$ cat config.mk
export PLATFORM = sky130hd
export DESIGN_NAME = rv32_bus_arbiter
export DESIGN_NICKNAME = d
export VERILOG_FILES = /design/src/rtl/rv32_bus_arbiter.sv
export SDC_FILE = /design/constraint.sdc
export NUM_CORES = 1
export LEC_CHECK = 0
export ABC_CLOCK_PERIOD_IN_PS = 1900
export BUFFER_PORTS_ARGS = -buffer_cell sky130_fd_sc_hd__buf_2
export CORE_AREA = 2 2 106 108
export CTS_CLUSTER_SIZE = 28
export DETAILED_ROUTE_END_ITERATION = 10
export DIE_AREA = 0 0 108 110
export PLACE_DENSITY = 0.84
export REMOVE_ABC_BUFFERS = 1
export SLEW_MARGIN = 40
export SYNTH_ARGS = -nofsm -noshare
export SYNTH_HDL_FRONTEND = slang
export SYNTH_SLANG_ARGS = --single-unit
$ cat constraint.sdc
create_clock -name clk -period 1.9 [get_ports clk]
set_input_delay 0.285 -clock clk [delete_from_list [all_inputs] [get_ports clk]]
set_output_delay 0.285 -clock clk [all_outputs]
set_load 0.005 [all_outputs]
$ cat src/rtl/rv32_bus_arbiter.sv
// Round-robin arbiter sharing one external memory bus between the fetch port and the data port.
// A grant stays locked until the bus reports ready, and a dropped request is completed silently.
module rv32_bus_arbiter (
  input  logic        clk,
  input  logic        reset_n,
  input  logic [31:0] instr_address_in,
  input  logic        instr_read_in,
  output logic [31:0] instr_read_value_out,
  output logic        instr_ready_out,
  input  logic [31:0] data_address_in,
  input  logic        data_read_in,
  input  logic        data_write_in,
  input  logic [3:0]  data_write_mask_in,
  input  logic [31:0] data_write_value_in,
  output logic [31:0] data_read_value_out,
  output logic        data_ready_out,
  output logic [31:0] bus_address_out,
  output logic        bus_read_out,
  output logic        bus_write_out,
  output logic [3:0]  bus_write_mask_out,
  output logic [31:0] bus_write_value_out,
  input  logic [31:0] bus_read_value_in,
  input  logic        bus_ready_in
);

  typedef enum logic {S_IDLE, S_BUSY} state_t;
  typedef enum logic {P_INSTR, P_DATA} port_t;

  state_t      r_state;
  port_t       r_owner;
  port_t       r_last;
  logic [31:0] r_addr;
  logic [31:0] r_wval;
  logic [3:0]  r_mask;
  logic        r_write;

  logic  w_instr_req;
  logic  w_data_req;
  logic  w_active;
  logic  w_owner_live;
  port_t w_sel;

  // A contended idle cycle goes to whichever port did not complete most recently.
  always_comb begin
    w_instr_req  = instr_read_in;
    w_data_req   = data_read_in | data_write_in;
    w_active     = (r_state == S_BUSY) || w_instr_req || w_data_req;
    w_owner_live = (r_owner == P_INSTR) ? w_instr_req : w_data_req;
    w_sel        = P_INSTR;
    if (r_state == S_BUSY) begin
      w_sel = r_owner;
    end else if (w_instr_req && w_data_req) begin
      if (r_last == P_INSTR) w_sel = P_DATA;
      else                   w_sel = P_INSTR;
    end else if (w_data_req) begin
      w_sel = P_DATA;
    end
  end

  always_comb begin
    bus_read_out        = 1'b0;
    bus_write_out       = 1'b0;
    bus_address_out     = '0;
    bus_write_mask_out  = '0;
    bus_write_value_out = '0;
    if (r_state == S_BUSY && !w_owner_live) begin
      // The owner was flushed; the bus cycle finishes on the captured copy.
      bus_read_out        = ~r_write;
      bus_write_out       = r_write;
      bus_address_out     = r_addr;
      bus_write_mask_out  = r_mask;
      bus_write_value_out = r_wval;
    end else if (w_active) begin
      if (w_sel == P_INSTR) begin
        bus_read_out    = instr_read_in;
        bus_address_out = instr_address_in;
      end else begin
        bus_read_out        = data_read_in;
        bus_write_out       = data_write_in;
        bus_address_out     = data_address_in;
        bus_write_mask_out  = data_write_mask_in;
        bus_write_value_out = data_write_value_in;
      end
    end
  end

  always_comb begin
    instr_ready_out      = bus_ready_in & w_active & (w_sel == P_INSTR) & w_instr_req;
    data_ready_out       = bus_ready_in & w_active & (w_sel == P_DATA) & w_data_req;
    instr_read_value_out = bus_read_value_in;
    data_read_value_out  = bus_read_value_in;
  end

  // In idle the bus already carries the selected port's fields, so those are what get captured.
  always_ff @(posedge clk or negedge reset_n) begin
    if (!reset_n) begin
      r_state <= S_IDLE;
      r_owner <= P_INSTR;
      r_last  <= P_INSTR;
      r_addr  <= '0;
      r_wval  <= '0;
      r_mask  <= '0;
      r_write <= 1'b0;
    end else begin
      case (r_state)
        S_IDLE: begin
          if (w_instr_req || w_data_req) begin
            if (bus_ready_in) begin
              r_last <= w_sel;
            end else begin
              r_state <= S_BUSY;
              r_owner <= w_sel;
              r_addr  <= bus_address_out;
              r_wval  <= bus_write_value_out;
              r_mask  <= bus_write_mask_out;
              r_write <= bus_write_out;
            end
          end
        end
        S_BUSY: begin
          if (bus_ready_in) begin
            r_state <= S_IDLE;
            r_last  <= r_owner;
          end
        end
      endcase
    end
  end

endmodule

==> results by group <==
Placement
  • GPL Wtd Cong: 0.8072
  • Cell Area, Placed: 4880 sq um
  • Detailed-placement wirelength estimate: 9537 um
  • Dpl ws: -12.20 ps
  • Placed Cells: a little under 800
  • Number of port buffers: 177

STA
  • Final period util: 115.2%
  • Post-route setup TNS: -13620 ps
  • Fmax: 456.8 MHz
  • Relative slew slack: 70.47%
  • Slew @ Worst Pin: 442.9 ps
  • RSZ-0062 raised after global routing: true
  • Final setup violation count: 71
  • Final Max Tran Viols: 0
  • Hold Vio Cnt, Final: 0
  • Fin crit period: 2189 ps
  • Worst setup margin: -289.3 ps
  • Max Clock Skew: 6.593 ps

Layout
  • Register area: 1802 sq um
  • Fill count: 964
  • Antenna Diode Count: 0
  • Area delta synth->final: 34.05%
  • Post-route cell area: 5798 sq um
  • Layout cells sized above 1: 41.63%
  • Finished Layout Cells: 827
  • Area of the multi-input gates: about 2200 sq um
  • Fin nets: 822

Floorplan
  • Die area: 11880 sq um
  • Area of the core: roughly 11000 sq um
  • Die Span Y: 110 um
  • IO Count: about 270
  • Die Width: between 100 and 150 um
  • Row count: 38
  • Starting Density: 40.43%

Setup path
  • Reg-to-Reg Start: r_state
  • Crit-path slowest cell: dfrtp_1
  • Worst R2R Setup Slack: between 150 and 200 ps
  • Max FO, Critical Path: 8
  • WP data required: approximately 1600 ps
  • Critical path class: reg -> out
  • Startpoint types: flop
  • RR Endpoint: r_addr[1]
  • Crit path cell chain: o21bai_4 > o21ai_4 > buf_6 > buf_12 > mux2i_4 > o21ai_1 > buf_2
  • Delay of the slowest critical-path stage: around 410 ps
  • Critical path data arrival time: 1900 ps
  • Crit end category: output port
  • R2r worst-path depth: 8

Min path
  • Hold Path Class: in -> reg
  • Hold Crit Endpoint: r_wval[14]
  • Hold Crit Depth: 3
  • HP Start: data_write_value_in[14]

Logic synthesis
  • Asr flop ratio synth: between 90% and 100%
  • Top_reg_cell synth: dfrtp_1
  • EDFF count, synth: 0
  • Average cell area after synthesis: 7.951 sq um
  • Syn Std Cell Area: 4325 sq um
  • Seq/Total Area, Yosys: 41.65%
  • Synthesized flop and latch total: 72
  • Synth top cells by count: nand2_1 (213), o21ai_1 (92), dfrtp_1 (72)
  • Area contributors post-synth: dfrtp_1 (42%), nand2_1 (18%), buf_4 (12%), o21ai_1 (11%), mux2i_1 (7.6%)
  • Post-Synthesis Cells: 544
  • YS warnings: 0
  • Top-area cell type share of the netlist area: 41.65%
  • Post-synth cell types: 28
  • Most common cell in the netlist: nand2_1
  • Area leader, netlist: dfrtp_1

Drt
  • First-pass DRT Iterations: 5
  • Final ANT Viol Nets: 0
  • DR iter-0 viols: 355
  • Vias per inst: 5.042
  • Final wirelength: around 14000 um
  • Post-route DRC: 0
  • DR vias: roughly 4200
  • WL/cell: 17.01 um

Clocking
  • CTS root buf: clkbuf_8
  • Insertion delay to the later sink of the worst-skew pair: 330 ps
  • Worst-path clk slew: 80 ps
  • Number of H-tree levels: 3
  • Total CTS buffers: 9
  • CTS max path bufs: 2
  • CTS Sinks: a little over 70
  • CTS tree: built

GRT
  • Largest net degree at the start of global routing: 65
  • Initial antenna violation count: 0
  • All-Layer GR Usage: between 20% and 30%
  • Total gr overflow: 0
  • Vias in the first global route: roughly 3800
  • First-pass GRT wire length: 20330 um

Job
  • Max-Cap Viols: 0

Status
  • Status: finished, violations left
  • Failing checks: negative setup slack

Pwr
  • Pwr dens: between 900 and 1000 nW/um^2
  • Leak Pwr: slightly below 3 nW
  • VDD IR max: 0.4190 mV
## metrics by stage
step                total power [mW]  hold WS (ps)  util, %
finish                         5.350         205.7    54.20
CTS                            5.181         181.7    51.66
global route                   5.708         194.6    54.20
global placement               3.547         264.7    45.61
floorplan                      2.852        -10.59        -
detailed placement             3.597         261.4    45.61
## report_power, final
group	switching [mW]	internal (mW)
logic	1.07	1.16
clock network	0.549	0.588
registers	0.168	1.82
## state kept, by name (all words and copies together) (netlist names)
signal,count
r_addr,32
r_wval,32
r_mask,4
r_last,1
r_owner,1
r_state,1
r_write,1
## final cells by class
| cell class | instances | area share (%) |
|---|---|---|
| multi-input combinational | 372 | 37.68 |
| sequential | 72 | 31.07 |
| timing repair buffer | 228 | 25.14 |
| tap | 140 | 3.021 |
| clock buffer | 10 | 2.201 |
| clock inverter | 4 | 0.8200 |
| inverter | 1 | 0.06474 |
## layer usage
| metal | global-route usage [%] | wire (um) | vias up |
|---|---|---|---|
| met4 | 4.396 | 95 | 0 |
| li1 | - | - | 2009 |
| met2 | 34.10 | 6292 | 256 |
| met5 | 5.357 | 0 | - |
| met3 | 16.05 | 2169 | 16 |
| met1 | 26.38 | 5509 | 1889 |
## layout by cell type (no fill, tap or decap), types with 4 or more instances in the layout
| cell | instances |
|---|---|
| buf_12 | 7 |
| mux2i_4 | 23 |
| mux2i_2 | 9 |
| dfrtp_1 | 72 |
| o21ai_2 | 4 |
| o21ai_0 | 9 |
| clkbuf_8 | 9 |
| nand2_1 | 212 |
| buf_4 | 37 |
| buf_2 | 176 |
| o21ai_1 | 90 |
## worst max-delay path by stage
| stage | to | slack, ps | cells past startpoint | from |
|---|---|---|---|---|
| after detailed placement | bus_address_out[16] | -10 | 6 | r_state |
| after CTS | bus_address_out[16] | -300 | 7 | r_state |
| after global routing | bus_address_out[26] | -380 | 8 | r_state |
| after floorplan | r_owner | -1450 | 3 | data_write_in |
| final | bus_address_out[3] | -290 | 7 | r_state |
| after global placement | bus_address_out[16] | 10 | 6 | r_state |
## worst max-delay path: cells and delay by family (launching register included)
family                 cells  cell delay [ps]
DFF                        1              410
muxes                      1              270
AOI/OAI and AO/OA          3              420
buffers and inverters      3              450
## cells by family (layout without fill, tap and decap cells)
family | count (synthesis) | in the layout | share of synthesized area, %
AOI/OAI and AO/OA | 113 | 113 | 14.00
buffers and inverters | 100 | 243 | 16.43
DFF | 72 | 72 | 41.65
muxes | 34 | 34 | 7.897
and+or+nand+nor | 225 | 225 | 20.02
## repair_timing
item | CTS | global route
setup buffers | 19 | 13
cloned | 4 | 0
hold endpoints to repair | 31 | 0
endpoints found under the setup margin | 71 | 71
pin swaps | 3 | 3
hold buffers | 1 | 0
resized for setup | 47 | 28
(Power assumes the default switching activity.)
